[src/rtl/bandai2003_so_decoder.sv]
// Frames the mapper's synchronous SO unlock stream: idle-high guard, start 0,
// DATA_W data bits LSB first, end bit 0. Reports data, match, framing errors.
module bandai2003_so_decoder #(
  parameter int                DATA_W   = 16,
  parameter logic [DATA_W-1:0] EXPECT   = 16'h28A0,
  parameter int                IDLE_MIN = 2
) (
  input  logic              CLK,
  input  logic              RSTn,
  input  logic              SI,
  input  logic              CLR,
  output logic [DATA_W-1:0] DATA,
  output logic              VALID,
  output logic              MATCH,
  output logic              FERR,
  output logic              UNLK,
  output logic [3:0]        FCNT
);

  localparam int         BW   = $clog2(DATA_W + 1);
  localparam logic [3:0] IMIN = IDLE_MIN[3:0];

  typedef enum logic [1:0] {S_IDLE, S_ARMED, S_SHIFT, S_END} st_t;

  st_t               st;
  logic [3:0]        icnt;
  logic [BW-1:0]     bcnt;
  logic [DATA_W-1:0] sr;
  logic              hit;

  assign hit = (sr == EXPECT);

  always_ff @(posedge CLK or negedge RSTn) begin
    if (!RSTn) begin
      st    <= S_IDLE;
      icnt  <= '0;
      bcnt  <= '0;
      sr    <= '0;
      DATA  <= '0;
      VALID <= 1'b0;
      MATCH <= 1'b0;
      FERR  <= 1'b0;
      UNLK  <= 1'b0;
      FCNT  <= '0;
    end else begin
      VALID <= 1'b0;
      MATCH <= 1'b0;
      FERR  <= 1'b0;
      if (CLR) begin
        UNLK <= 1'b0;
        FCNT <= '0;
      end
      case (st)
        S_IDLE: begin
          if (!SI)
            icnt <= '0;
          else if (icnt + 4'd1 >= IMIN) begin
            icnt <= IMIN;
            st   <= S_ARMED;
          end else
            icnt <= icnt + 4'd1;
        end
        S_ARMED: begin
          if (!SI) begin
            st   <= S_SHIFT;
            bcnt <= '0;
          end
        end
        S_SHIFT: begin
          sr   <= {SI, sr[DATA_W-1:1]};
          bcnt <= bcnt + BW'(1);
          if (bcnt == BW'(DATA_W - 1))
            st <= S_END;
        end
        default: begin
          st   <= S_IDLE;
          icnt <= '0;
          // A good frame completing alongside CLR overrides the clear
          if (!SI) begin
            DATA  <= sr;
            VALID <= 1'b1;
            MATCH <= hit;
            if (CLR)
              FCNT <= 4'd1;
            else if (FCNT != 4'hF)
              FCNT <= FCNT + 4'd1;
            if (hit)
              UNLK <= 1'b1;
          end else begin
            FERR <= 1'b1;
          end
        end
      endcase
    end
  end

endmodule

[config.mk]
export PLATFORM = sky130hd
export DESIGN_NAME = bandai2003_so_decoder
export DESIGN_NICKNAME = d
export VERILOG_FILES = /design/src/rtl/bandai2003_so_decoder.sv
export SDC_FILE = /design/constraint.sdc
export NUM_CORES = 1
export LEC_CHECK = 0
export ABC_AREA = 1
export CORE_UTILIZATION = 45
export DETAILED_ROUTE_END_ITERATION = 10
export PLACE_DENSITY_LB_ADDON = 0.1
export SYNTH_ARGS = -nofsm -noshare
export SYNTH_HDL_FRONTEND = slang
export SYNTH_SLANG_ARGS = --single-unit
[constraint.sdc]
create_clock -name CLK -period 1.4 [get_ports CLK]
set_input_delay 0.28 -clock CLK [delete_from_list [all_inputs] [get_ports CLK]]
set_output_delay 0.28 -clock CLK [all_outputs]
set_load 0.01 [all_outputs]
; Word level (Yosys, flattened, before mapping)
; Index checks and enable logic that the tools add are counted.
[totals]
in_bits = 4
reg_bits = 51
word_cells = 57
[op_classes]
n_addsub = 3
magnitude_cmp = 1
n_eq_ne = 9
muxes = 25
n_reduce_logical = 7
n_bitwise = 2
[ops]
columns = operator, n
row1 = 2-to-1 mux 4 bit, 7
row2 = "equality test 16 x 14 -> 1 bit, second input constant", 1
row3 = 2-to-1 mux 1 bit, 10
row4 = one-hot mux 5 bit (2 select lines), 1
row5 = "adder 4 x 1 -> 4 bit, second input constant", 2
row6 = 2-to-1 mux 2 bit, 4
row7 = "!= test 2 bit, second input constant", 4
row8 = one-hot mux 4 bit (2 select lines), 1
row9 = one-hot mux 2 bit (3 select lines), 1
row10 = "adder 5 x 1 -> 5 bit, second input constant", 1
row11 = "equality test 5 x 4 -> 1 bit, second input constant", 1
row12 = 2-to-1 mux 5 bit, 1
row13 = "greater-or-equal comparator 4 x 2 -> 1 bit, second input constant", 1
row14 = "!= test 4 bit, second input constant", 1
row15 = AND reduction 2 bit, 2
row16 = AND reduction 4 bit, 1
row17 = OR reduction 3 bit, 1
row18 = "equality test 2 x 1 -> 1 bit, second input constant", 1
row19 = "equality test 2 bit, second input constant", 1
row20 = logical NOT 2 bit, 1
row21 = inverter 1 bit, 2
row22 = nonzero test 2 bit, 1
row23 = OR reduction 2 bit, 1

; Longest topological paths before layout
[depth]
depth_word = 5
ltp_mapped = 10
depth_no_buf = 10

; Least setup slack after synthesis
; OpenSTA, ideal clock, no wires.
[synth_timing]
kind = register to register
start = register st[0]
end = register st[0]
n_path_buf = 1
path_slack_ps = 110
arrival_ps = 1173
path_stages_with_launch = 10
required_ps = 1283
cell_sequence = dfrtp_1 inv_1 ha_1 buf_4 inv_2 o21ai_1 a21oi_2 nand2_2 nand2_1 nand2_1
[synth_between]
elab_chain_cells = 3
elab_cells_between_ends = 9
classes_between = 6 x eq/ne / 1 x mux / 2 x reduce/logical
[synth_lines]
columns = item, line_no
row1 = "start, declared", 25  ; st_t st;
row2 = "start signal, assigned", 35  ; st <= S_IDLE;
row3 = "start signal, assigned", 59  ; st <= S_ARMED;
row4 = "start signal, assigned", 65  ; st <= S_SHIFT;
row5 = equality test 2 bit (tied with other cells), 53  ; case (st)
row6 = != test 2 bit (no source line), n/a
row7 = AND reduction 4 bit (no source line), n/a
; Parallel ways exist; a longest one is shown, timed or not.
; A chain may end at the register's enable or synchronous reset.

; Worst setup path in the final report
[layout_timing]
start = register bcnt[1]
end = register st[0]
[layout_between]
elab_chain_cells = 3
[layout_lines]
columns = item, line_no
row1 = "start, declared", 27  ; logic [BW-1:0] bcnt;
row2 = "start signal, assigned", 71  ; bcnt <= bcnt + BW'(1);
row3 = equality test 5 x 4 -> 1 bit, 72  ; if (bcnt == BW'(DATA_W - 1))
row4 = != test 2 bit (no source line), n/a
row5 = AND reduction 4 bit (no source line), n/a
row6 = "end signal, assigned", 65
row7 = "end signal, assigned", 73  ; st <= S_END;
row8 = "end signal, assigned", 76  ; st <= S_IDLE;
; No other way between the ends.

==> impl_metrics.py <==
metrics = {
    "outcome": {
        "status": "complete, but fails checks",
        "violations": "negative setup slack",
    },
    "clock_network": {
        "cts_tree": "done",
        "clk_pin_slew_ns": 0.10,
        "htree_levels": 2,
        "numCtsBuffers": 5,
        "cts_buffer_depth": 2,
        "cts_root_buffer": "clkbuf_8",
        "cts.sinks": 51,
        "clk_latency_ns": 0.30,
    },
    "layout": {
        "areaGrowthSynthToFinish_pct": 26.0,
        "drive_gt1_share_pct": 16.2,
        "num-fill-cells": 474,
        "nets": 315,
        "n_antenna_cell": 0,
    },
    "floorplanning": {
        "num_io_pins": 28,
        "dieArea_um2": 5360,
        "dieHeight_um": 73.2,
        "core_region_area_um2": 4820,
        "row_count": 25,
        "die_w_um": 73.2,
        "initial_core_util_pct": 47.4,
    },
    "critical_path": {
        "crit_path_start_kind": "flop",
        "crit_start": "bcnt[1]",
        "timing.rr.start": "bcnt[1]",
        "cp_slowest_stage_delay_ns": 0.38,
        "path_max_fanout": 3,
        "slowest_stage": "dfrtp_1",
        "critPathMostFrequentCell": "nand2_1",
        "crit_chain": "ha_2 -> nand2_1 -> nor2_1 -> ha_1 -> o21ai_1 -> a21oi_2 -> nand2_2 -> nand2_1 -> nand2_1",
        "critical_path_required_ns": 1.59,
        "criticalPathCategory": "reg -> reg",
        "cp_data_arrival_time_ns": 1.59,
        "crit_path_end_kind": "flop",
    },
    "global_route": {
        "grt-ovfl-total": 0,
        "groute.usage.overall_pct": 17.2,
        "grt_pass1_wl_um": 7090,
        "grt_max_degree": 36,
        "grt_pass1_vias": 1652,
        "antenna_found_initial": 0,
    },
    "power_and_ir_drop": {
        "power_density_nw_per_um2": 1910,
        "p_sw_share_pct": 37.4,
        "power_leakage_nw": 1.48,
        "comb_power_share_pct": 40.2,
        "worst_ir_drop_vdd_v": 0.00128,
        "seqPwrFrac_pct": 41.3,
        "p_total_mw": 5.49,
        "p_int_mw": 3.44,
        "power.share.clock_pct": 18.5,
        "switching_power_mw": 2.06,
    },
    "detailed_routing": {
        "firstDrtPassIters": 4,
        "route.detailed.drc": 0,
        "routedWlPerCell_um": 11.3,
        "num_vias": 1759,
        "drtIter0Drc": 113,
        "drt-total-wl_um": 4170,
        "avgViaCountPerCell": 4.75,
        "ant_nets": 0,
    },
    "logic_synthesis": {
        "synthTopCellsByArea": "dfrtp_1, nand2_1, o21ai_0",
        "synth.distinct_cells": 25,
        "yosys_warnings": 0,
        "synth_edf_count": 0,
        "synth.net_count": 268,
        "synth_area_um2": 2280,
        "yosysTopAreaCellShare_pct": 55.9,
        "synth-simple-area-share_pct": 19.2,
        "synthArstFlopShare_pct": 100,
        "yosys.area.top_type": "dfrtp_1",
        "ys_seq_elements": 51,
        "synth_mux_area_share_pct": 0,
        "synth_compound_area_share_pct": 11.7,
        "synth_top_family_by_area": "simple AND/OR/NAND/NOR gates",
        "yosysSeqAreaShare_pct": 55.9,
        "synthAdderAreaFrac_pct": 4.93,
        "synth.avg_cell_area_um2": 8.95,
        "synth_cells": 255,
        "yosys.area_share.xor_xnor_pct": 0,
        "ys.flop_type": "dfrtp_1",
    },
    "sta": {
        "fin_ws_ns": -0.00161,
        "finalCriticalPeriod_ns": 1.40,
        "tightest_slew_ns": 0.395,
        "clock_skew_ns": 0.0114,
        "fin_crit_sh_pct": 100,
        "final_max_slew_viol_count": 0,
        "max_slew_margin_pct": 73.7,
        "max_freq_ghz": 0.713,
        "setup_viol": 1,
        "whs_ns": 0.424,
        "hold_viol_final": 0,
        "grt_setup_unrepaired": "true",
    },
    "place": {
        "dp_hpwl_um": 2960,
        "globalplace.congestion": 0.795,
        "portBuffers": 27,
    },
    "job": {
        "cap_viol_max_count": 0,
    },
    "worst_hold_path": {
        "worstHoldPathType": "in -> async",
    },
}
## logic make-up (layout without fill, tap and decap cells)
group                      count (synthesis)  count (layout)
DFF                                       51              51
and+or+nand+nor                           98              98
adders and majority gates                  9               9
AOI/OAI and AO/OA                         50              50
buffers and inverters                     47              95
## power groups by stage
stage               Clock (mW)  Combinational [mW]  Sequential (mW)
floorplan                    0                1.26             2.35
global placement             0                2.16             2.30
detailed placement           0                2.19             2.31
CTS                       1.05                2.18             2.27
global route              1.09                2.51             2.33
finish                    1.02                2.21             2.27
## cell type report
cell class / instances / area [um^2] / share of cell area [%]
clock buffer: 5 / 68.8 / 2.39
multi-input combinational: 157 / 836 / 29.0
timing repair buffer: 47 / 417 / 14.5
sequential: 51 / 1280 / 44.3
tap: 67 / 83.8 / 2.91
clock inverter: 3 / 43.8 / 1.52
inverter: 40 / 153 / 5.30
## metal layers
metal  vias to the layer above  global-route usage [%]  part of all wire (%)
li1                        909                       -                     -
met1                       811                    22.7                    49
met2                        34                    28.3                    46
met3                         5                    3.73                   3.3
met4                         0                    5.23                   1.1
met5                         -                       0                     0
## per-stage QoR
stage / utilization (%) / area (um^2) / TNS (ns) / worst slack, ns / instances
2_1_floorplan: - / 2280 / 0 / 0.110 / 255
3_3_place_gp: 56.0 / 2700 / -0.420 / -0.0569 / 352
3_5_place_dp: 56.0 / 2700 / -0.961 / -0.105 / 352
4_1_cts: 59.2 / 2850 / -0.0184 / -0.00937 / 369
5_1_grt: 59.7 / 2880 / -0.277 / -0.103 / 370
6_report: 59.7 / 2880 / -0.00161 / -0.00161 / 370
## sequential cells by signal, summed over array words and instances (netlist names)
| name | cells |
|---|---|
| FCNT | 4 |
| VALID | 1 |
| icnt | 4 |
| bcnt | 5 |
| DATA | 16 |
| st | 2 |
| FERR | 1 |
| MATCH | 1 |
| sr | 16 |
| UNLK | 1 |
## layout by cell type, fill, tap and decap left out, types with 3 or more instances in the layout
master | netlist | final
nand2_1 | 56 | 55
dfrtp_1 | 51 | 51
inv_1 | 36 | 36
o21ai_0 | 36 | 34
dlygate4sd2_1 | 0 | 24
buf_4 | 1 | 16
nor2_1 | 14 | 14
nand3_1 | 9 | 9
ha_1 | 9 | 7
a21oi_1 | 6 | 6
clkbuf_8 | 0 | 5
nand2_2 | 4 | 4
inv_2 | 3 | 3
a21oi_2 | 3 | 3
o21ai_1 | 1 | 3
nor3_1 | 4 | 3
nor4_1 | 3 | 3
o22ai_1 | 3 | 3
## critical path: cells and delay by family, from the launching register on
kind	cells	cell delay [ns]
DFF	1	0.38
adders and majority gates	2	0.34
and+or+nand+nor	5	0.33
AOI/OAI and AO/OA	2	0.26
## synthesized netlist by cell type (3+ instances only)
cell	count
nand2_1	56
dfrtp_1	51
inv_1	36
o21ai_0	36
nor2_1	14
ha_1	9
nand3_1	9
a21oi_1	6
buf_2	5
nand2_2	4
nor3_1	4
a21oi_2	3
inv_2	3
nor4_1	3
o22ai_1	3
## final timing paths
check	to	slack [ns]	depth (start not counted)
hold reg to reg	DATA[13]	0.48	2
min in group CLK	DATA[13]	0.48	2
setup reg to reg	st[0]	-0.002	9
hold / removal	DATA[7]	0.42	2
max in group asynchronous	sr[9]	0.46	3
setup / recovery	st[0]	-0.002	9
## timing repair
action | CTS | global route
hold buffers | 1 | 0
setup buffers | 8 | 1
endpoints found under the hold margin | 16 | 0
resized for setup | 25 | 7
setup endpoints to repair | 26 | 24
pin swaps | 1 | 0
Power figures use the tool's default switching activity.
